$ cat src/rtl/bf16_arb_pkg.sv
// ----------------------------------------------------------------------------
// bf16_arb_pkg
// Shared definitions for the BF16 multiplier arbiter:
//   - arb_state_e : arbiter run/drain/halt state encoding
//   - BF16_QNAN, BF16_ONE : common BF16 bit patterns
//   - wrap_add()  : modular index helper for round-robin search
// ----------------------------------------------------------------------------
package bf16_arb_pkg;

  typedef enum logic [1:0] {
    ST_HALT  = 2'd0,
    ST_RUN   = 2'd1,
    ST_DRAIN = 2'd2
  } arb_state_e;

  localparam logic [15:0] BF16_QNAN = 16'h7FC0;
  localparam logic [15:0] BF16_ONE  = 16'h3F80;

  // (base + inc) mod n for base < n and inc <= n; avoids a general divider.
  function automatic int wrap_add(int base, int inc, int n);
    return (base + inc >= n) ? (base + inc - n) : (base + inc);
  endfunction

endpackage

$ cat src/rtl/bf16_arb_tag_fifo.sv
// ----------------------------------------------------------------------------
// bf16_arb_tag_fifo
// Small synchronous FIFO holding the requester ID of every operation that is
// in flight inside the shared multiplier. Show-ahead read: pop_data is the
// head entry whenever the FIFO is not empty.
// Push and pop in the same cycle are accepted at any occupancy, including
// full (the pop frees the slot the push fills).
//
// Ports:
//   clk, rst        clock, asynchronous active-high reset
//   push, push_data write request and ID to store
//   pop             remove head entry (ignored when empty)
//   pop_data        head entry
//   full, empty     occupancy flags
//   count           number of stored entries (0..DEPTH)
// ----------------------------------------------------------------------------
module bf16_arb_tag_fifo #(
  parameter  int W     = 2,
  parameter  int DEPTH = 4,
  localparam int PTR_W = (DEPTH > 1) ? $clog2(DEPTH) : 1,
  localparam int CNT_W = $clog2(DEPTH + 1)
) (
  input  logic             clk,
  input  logic             rst,
  input  logic             push,
  input  logic [W-1:0]     push_data,
  input  logic             pop,
  output logic [W-1:0]     pop_data,
  output logic             full,
  output logic             empty,
  output logic [CNT_W-1:0] count
);

  logic [W-1:0]     mem [DEPTH];
  logic [PTR_W-1:0] wr_ptr;
  logic [PTR_W-1:0] rd_ptr;
  logic             do_push;
  logic             do_pop;

  function automatic logic [PTR_W-1:0] ptr_inc(logic [PTR_W-1:0] p);
    return (p == PTR_W'(DEPTH - 1)) ? '0 : p + 1'b1;
  endfunction

  assign full     = (count == CNT_W'(DEPTH));
  assign empty    = (count == '0);
  assign pop_data = mem[rd_ptr];
  assign do_pop   = pop & ~empty;
  assign do_push  = push & (~full | do_pop);

  // NOTE: sequential state uses non-blocking assignments so every register
  // samples the pre-edge values of the others, independent of statement order.
  always_ff @(posedge clk or posedge rst) begin
    if (rst) begin
      wr_ptr <= '0;
      rd_ptr <= '0;
      count  <= '0;
    end else begin
      if (do_push) wr_ptr <= ptr_inc(wr_ptr);
      if (do_pop)  rd_ptr <= ptr_inc(rd_ptr);
      unique case ({do_push, do_pop})
        2'b10:   count <= count + 1'b1;
        2'b01:   count <= count - 1'b1;
        default: count <= count;
      endcase
    end
  end

  // NOTE: the storage array has no reset; entries are only read after being
  // written, and leaving it unreset lets it map to plain flops or LUT RAM.
  always_ff @(posedge clk) begin
    if (do_push) mem[wr_ptr] <= push_data;
  end

endmodule

$ cat src/rtl/bf16_mul_arbiter.sv
// ----------------------------------------------------------------------------
// bf16_mul_arbiter
// Shares one 3-stage BF16 multiplier between NUM_REQ requesters using
// round-robin arbitration. The winning operand pair is registered into the
// multiplier, the winner's ID travels through a tag FIFO alongside the
// operation, and each result is routed back (in issue order) to the
// requester that issued it. A drain input stops new grants and lets the
// pipeline empty; idle reports the fully halted state.
//
// Optional feature (macro BF16_ARB_PERF_EN): per-requester grant counters
// and a FIFO-full stall counter, clearable with perf_clr.
//
// Ports:
//   clk, rst            clock, asynchronous active-high reset
//   req_valid[N]        per-requester operand valid
//   req_a/req_b[16N]    operands, slice i = [16i+15:16i]
//   req_ready[N]        one-hot grant (combinational, operand-independent)
//   drain               level request to stop accepting new work
//   idle                registered, high only in HALT
//   mul_a/mul_b         operands to multiplier
//   mul_in_valid        multiplier input strobe
//   mul_out_valid       multiplier output strobe
//   mul_result          multiplier result
//   rsp_valid[N]        one-hot registered result strobe
//   rsp_result          registered result
//   rsp_id              ID of current response
//   protocol_err        sticky: multiplier produced a result with no tag
//   perf_clr            (perf) synchronous counter clear
//   perf_grant_cnt      (perf) 32-bit grant counter per requester
//   perf_stall_cnt      (perf) RUN cycles stalled by a full tag FIFO
// ----------------------------------------------------------------------------
module bf16_mul_arbiter
  import bf16_arb_pkg::*;
#(
  parameter int NUM_REQ   = 4,
  parameter int ID_W      = 2,
  parameter int TAG_DEPTH = 4
) (
  input  logic                  clk,
  input  logic                  rst,
  input  logic [NUM_REQ-1:0]    req_valid,
  input  logic [16*NUM_REQ-1:0] req_a,
  input  logic [16*NUM_REQ-1:0] req_b,
  output logic [NUM_REQ-1:0]    req_ready,
  input  logic                  drain,
  output logic                  idle,
  output logic [15:0]           mul_a,
  output logic [15:0]           mul_b,
  output logic                  mul_in_valid,
  input  logic                  mul_out_valid,
  input  logic [15:0]           mul_result,
  output logic [NUM_REQ-1:0]    rsp_valid,
  output logic [15:0]           rsp_result,
  output logic [ID_W-1:0]       rsp_id,
`ifdef BF16_ARB_PERF_EN
  input  logic                  perf_clr,
  output logic [32*NUM_REQ-1:0] perf_grant_cnt,
  output logic [31:0]           perf_stall_cnt,
`endif
  output logic                  protocol_err
);

  localparam int CNT_W = $clog2(TAG_DEPTH + 1);

  arb_state_e         state;
  arb_state_e         state_nxt;
  logic [ID_W-1:0]    rr_ptr;
  logic               gnt_found;
  logic [ID_W-1:0]    gnt_idx;
  logic               can_push;
  logic               handshake;
  logic               fifo_pop;
  logic               fifo_full;
  logic               fifo_empty;
  logic [CNT_W-1:0]   fifo_count;
  logic [ID_W-1:0]    fifo_head;
  logic [NUM_REQ-1:0] rsp_onehot;

  // --------------------------------------------------------------------------
  // Tag FIFO: one entry per operation between issue and multiplier output.
  // --------------------------------------------------------------------------
  bf16_arb_tag_fifo #(
    .W     (ID_W),
    .DEPTH (TAG_DEPTH)
  ) u_tag_fifo (
    .clk       (clk),
    .rst       (rst),
    .push      (handshake),
    .push_data (gnt_idx),
    .pop       (fifo_pop),
    .pop_data  (fifo_head),
    .full      (fifo_full),
    .empty     (fifo_empty),
    .count     (fifo_count)
  );

  assign fifo_pop = mul_out_valid & ~fifo_empty;

  // A full FIFO can still take a push in a cycle where a result pops, which
  // keeps one issue per cycle when TAG_DEPTH equals the round-trip depth.
  assign can_push = ~fifo_full | fifo_pop;

  // --------------------------------------------------------------------------
  // Round-robin search from rr_ptr upward, wrapping. Depends only on
  // req_valid, never on operand data.
  // --------------------------------------------------------------------------
  // NOTE: every variable written in always_comb is given a default first so
  // no path leaves it unassigned, which would otherwise infer a latch.
  always_comb begin
    gnt_found = 1'b0;
    gnt_idx   = '0;
    for (int k = 0; k < NUM_REQ; k++) begin
      if (!gnt_found && req_valid[ID_W'(wrap_add(int'(rr_ptr), k, NUM_REQ))]) begin
        gnt_found = 1'b1;
        gnt_idx   = ID_W'(wrap_add(int'(rr_ptr), k, NUM_REQ));
      end
    end
  end

  assign handshake = (state == ST_RUN) & can_push & gnt_found;

  always_comb begin
    req_ready = '0;
    if (handshake) req_ready[gnt_idx] = 1'b1;
  end

  always_comb begin
    rsp_onehot            = '0;
    rsp_onehot[fifo_head] = 1'b1;
  end

  // --------------------------------------------------------------------------
  // Run/drain/halt sequencing.
  // --------------------------------------------------------------------------
  always_comb begin
    state_nxt = state;
    unique case (state)
      ST_HALT:  if (!drain) state_nxt = ST_RUN;
      ST_RUN:   if (drain)  state_nxt = ST_DRAIN;
      ST_DRAIN: begin
        if (!drain)
          state_nxt = ST_RUN;
        else if (fifo_count == '0 && !mul_in_valid)
          state_nxt = ST_HALT;
      end
      default:  state_nxt = ST_HALT;
    endcase
  end

  // --------------------------------------------------------------------------
  // Issue, response and status registers.
  // --------------------------------------------------------------------------
  always_ff @(posedge clk or posedge rst) begin
    if (rst) begin
      state        <= ST_HALT;
      idle         <= 1'b1;
      rr_ptr       <= '0;
      mul_in_valid <= 1'b0;
      mul_a        <= '0;
      mul_b        <= '0;
      rsp_valid    <= '0;
      rsp_result   <= '0;
      rsp_id       <= '0;
      protocol_err <= 1'b0;
    end else begin
      state        <= state_nxt;
      // idle is registered from the next state so it lines up with HALT.
      idle         <= (state_nxt == ST_HALT);
      mul_in_valid <= handshake;
      if (handshake) begin
        mul_a  <= req_a[{gnt_idx, 4'b0000} +: 16];
        mul_b  <= req_b[{gnt_idx, 4'b0000} +: 16];
        rr_ptr <= ID_W'(wrap_add(int'(gnt_idx), 1, NUM_REQ));
      end
      rsp_valid <= fifo_pop ? rsp_onehot : '0;
      if (fifo_pop) begin
        rsp_result <= mul_result;
        rsp_id     <= fifo_head;
      end
      // A result with no outstanding tag cannot be routed; flag and drop it.
      if (mul_out_valid && fifo_empty) protocol_err <= 1'b1;
    end
  end

`ifdef BF16_ARB_PERF_EN
  // --------------------------------------------------------------------------
  // Performance counters (32-bit, wrapping). Clear has priority.
  // --------------------------------------------------------------------------
  logic stall;

  assign stall = (state == ST_RUN) & (|req_valid) & ~can_push;

  always_ff @(posedge clk or posedge rst) begin
    if (rst) begin
      perf_grant_cnt <= '0;
      perf_stall_cnt <= '0;
    end else if (perf_clr) begin
      perf_grant_cnt <= '0;
      perf_stall_cnt <= '0;
    end else begin
      for (int i = 0; i < NUM_REQ; i++) begin
        if (handshake && gnt_idx == ID_W'(i))
          perf_grant_cnt[32*i +: 32] <= perf_grant_cnt[32*i +: 32] + 32'd1;
      end
      if (stall) perf_stall_cnt <= perf_stall_cnt + 32'd1;
    end
  end
`endif

endmodule

$ cat config.mk
export PLATFORM = sky130hd
export DESIGN_NAME = bf16_mul_arbiter
export DESIGN_NICKNAME = d
export VERILOG_FILES = /design/src/rtl/bf16_arb_pkg.sv /design/src/rtl/bf16_arb_tag_fifo.sv /design/src/rtl/bf16_mul_arbiter.sv
export SDC_FILE = /design/constraint.sdc
export NUM_CORES = 1
export LEC_CHECK = 0
export ABC_AREA = 1
export CAP_MARGIN = 10
export CORE_MARGIN = 2
export CORE_UTILIZATION = 40
export CTS_BUF_LIST = sky130_fd_sc_hd__clkbuf_2 sky130_fd_sc_hd__clkbuf_4 sky130_fd_sc_hd__clkbuf_8
export CTS_CLUSTER_SIZE = 30
export DETAILED_ROUTE_END_ITERATION = 10
export PLACE_DENSITY = 0.75
export SETUP_SLACK_MARGIN = 0.3
export SLEW_MARGIN = 10
export SYNTH_ARGS = -nofsm -noshare
export SYNTH_HDL_FRONTEND = slang
export SYNTH_HIERARCHICAL = 1
export SYNTH_SLANG_ARGS = --single-unit
$ cat constraint.sdc
create_clock -name clk -period 2.9 [get_ports clk]
set_input_delay 0.435 -clock clk [delete_from_list [all_inputs] [get_ports clk]]
set_output_delay 0.435 -clock clk [all_outputs]
set_load 0.005 [all_outputs]
==> flow_summary.json <==
{
  "outcome": "complete, no violations",
  "viasPerCell": 4.70,
  "critPathArrivalTime_ns": 2.13,
  "p_seq_share_pct": 21.1,
  "yosysTopAreaCellShare_pct": 32.0,
  "cp_cell_sequence": "inv_6 > nand2_1 > nand3_2 > nand2_2 > nor2_4 > nand3_2 > nand3_4 > buf_6 > inv_4 > ha_1 > inv_1 > nor2_1 > buf_2",
  "final_nets": 1160,
  "layout_common_cells": "275 x nand2_1, 204 x clkdlybuf4s50_1, 158 x inv_1",
  "grt_max_degree": 65,
  "critPathLaunchType": "flop",
  "grt_pass1_wl_mm": 26.1,
  "clock_latency_ns": 0.35,
  "worstSetupPathType": "flop to primary output",
  "ir_worst_vdd_v": 0.000974,
  "timing.fmax_mhz": 391,
  "worstSetupEndpointType": "primary output",
  "io_pins": 213,
  "ant_nets": 0,
  "critPathSlowestCell": "dfrtp_2",
  "power.density_nw_per_um2": 1120,
  "dieHeight_um": 118,
  "worst-path-buf-inv": 5,
  "grt_usage_pct": 23.0,
  "r2r_end": "u_tag_fifo/count[1]",
  "drt_first_pass_iters": 4,
  "whs_ns": 0.431,
  "grt_overflow": 0,
  "netlist_area_um2": 5240,
  "p_clk_share_pct": 9.5,
  "synth_cells": 792,
  "async_flop_share_pct": 89.5,
  "path_delay_family": "simple AND/OR/NAND/NOR gates",
  "fill_cells": 1211,
  "synth_edf_count": 8,
  "diodes": 0,
  "synthFlopType": "dfrtp_1",
  "crit_path_start": "rr_ptr[0]",
  "cts_buffers": 9,
  "placedInstanceArea_um2": 7410,
  "rsz0062_at_grt": "true",
  "core_area_um2": 12700,
  "drt-total-wl_mm": 16.2,
  "clockRootBuffer": "clkbuf_8",
  "yosys-top-cells-area": "dfrtp_1 32%, nand2_1 21%, inv_1 12%, nand4_1 7.9%, nand3_1 7.1%",
  "worstMarginPinSlew_ns": 0.727,
  "synth.distinct_cells": 30,
  "hp-class": "input pin to asynchronous set/reset pin",
  "clock_path_buffers": 2,
  "drive_gt1_share_pct": 10.6,
  "period_share_pct": 88.3,
  "ctsHoldBuffers": 0,
  "drv_slew": 0,
  "p_sw_share_pct": 48.5,
  "setup.worst_path.end": "req_ready[3]",
  "internal_power_mw": 4.56,
  "start_util_pct": 41.2,
  "synth_top_cell_by_area": "dfrtp_1",
  "switchingPower_mw": 4.28,
  "clk_pin_slew_ns": 0.08,
  "rr_worst_depth": 15,
  "r2r_start": "rr_ptr[0]",
  "fin_skew_ns": 0.00934,
  "ys_ff_latch": 76,
  "vias": 5524,
  "cp_data_required_time_ns": 2.47,
  "avgSynthCellArea_um2": 6.62,
  "drt_iter0_drc": 303,
  "cp_num_cells": 13,
  "crit_path_frequent_cell": "nand3_2",
  "yosysSeqAreaShare_pct": 37.1,
  "hpwlAfterDp_mm": 10.9,
  "final_common_cell": "nand2_1",
  "path_max_fanout": 10,
  "power_frac_comb_pct": 69.4,
  "htreeDepth": 3,
  "max_cap_viol_count": 0,
  "synth_nets": 954,
  "leakagePower_nw": 4.22,
  "fin_crit_ns": 2.56,
  "die_area_um2": 14000,
  "remaining_drc_errors": 0,
  "port-buffer-count": 212,
  "place.gp.congestion": 0.845,
  "regArea_um2": 1950,
  "antenna_found_initial": 0,
  "setup_viol": 0,
  "slowest_delay_ns": 0.48,
  "p_total_mw": 8.84,
  "post-route-util_pct": 61.8,
  "ys_warn_count": 6,
  "rrSetupSlack_ns": 0.43,
  "area_growth_syn_to_layout_pct": 50.0,
  "cts_tree": "built",
  "fp.dieW_um": 118,
  "slew_headroom_pct": 51.5,
  "rows": 41,
  "multi_input_area_um2": 2480,
  "grt_pass1_vias": 5248,
  "clock-sinks": 76,
  "hold_violations": 0,
  "fin_tns_setup_ns": 0,
  "avgRoutedWirePerCell_um": 13.8,
  "stdcell_area_um2": 7860
}
[final cells by class]
type	count	area share, %
multi-input combinational	501	31.6
sequential	76	24.7
clock inverter	4	0.605
inverter	170	8.24
clock buffer	12	2.02
tap	172	2.74
timing repair buffer	240	30.1
[how the worst min path moves through the flow]
stage	start	end	cells after the start
global route	rst	u_tag_fifo/count[1]	2
CTS	rst	u_tag_fifo/count[0]	2
global placement	protocol_err	protocol_err	1
finish	rst	u_tag_fifo/count[0]	2
detailed placement	protocol_err	protocol_err	1
floorplan	rst	u_tag_fifo/count[0]	1
[cells in the mapped netlist (all sizes together) (2+ instances only)]
| master | instances |
|---|---|
| buf | 37 |
| ha | 9 |
| edfxtp | 8 |
| o22ai | 2 |
| nand2 | 300 |
| nand4 | 66 |
| a21oi | 2 |
| nand3 | 79 |
| o21ai | 14 |
| clkbuf | 8 |
| inv | 170 |
| dfrtp | 67 |
| nor2 | 23 |
[per-stage QoR]
stage,cells,setup slack (ns)
final,1175,0.339
after global routing,1175,0.203
after CTS,1170,0.261
after detailed placement,1146,-0.0434
after global placement,1146,-0.00722
after floorplan,792,0.439
[power by group through the flow]
stage	combinational (mW)	clock (mW)	sequential [mW]
final	6.14	0.842	1.86
after CTS	5.94	0.859	1.86
after global placement	5.60	0	1.87
after floorplan	3.91	0	1.86
after global routing	6.88	0.904	1.92
after detailed placement	5.70	0	1.88
[state kept, by name, indices dropped and copies added (netlist names)]
register and cells:
mul_a 16, mul_b 16, rsp_result 16, u_tag_fifo/mem 8, rsp_valid 4, u_tag_fifo/count 3
rr_ptr 2, rsp_id 2, state 2, u_tag_fifo/rd_ptr 2, u_tag_fifo/wr_ptr 2, idle 1
mul_in_valid 1, protocol_err 1
[cells by family after synthesis]
family | Yosys count | synth area share [%]
flip-flops | 76 | 37.1
buffers and inverters | 215 | 18.0
AO/OA/AOI/OAI | 19 | 2.13
AND/OR/NAND/NOR | 471 | 40.1
XOR/XNOR | 1 | 0.167
adder cells (fa/ha/maj) | 10 | 2.53
[per-layer routing]
metal	routed length, µm	GRT usage (%)	part of all wire, %
met1	6990	29.6	43
met3	968	4.44	6.0
met2	7940	38.9	49
met5	0	0	0
met4	293	7.44	1.8
[worst reg2reg max path: cells and delay by family (launching register included)]
kind                       cells  cell delay [ns]
AOI/OAI and AO/OA              1             0.06
DFF                            1             0.48
adders and majority gates      1             0.57
and+or+nand+nor                8             0.80
buffers and inverters          5             0.47
[timing repair]
| item | CTS | global route |
|---|---|---|
| pin swaps | 8 | 21 |
| setup buffers | 8 | 5 |
| setup endpoints to repair | 5 | 40 |
| gates resized for setup | 28 | 39 |
No activity file was read; power rests on OpenSTA's default activity.
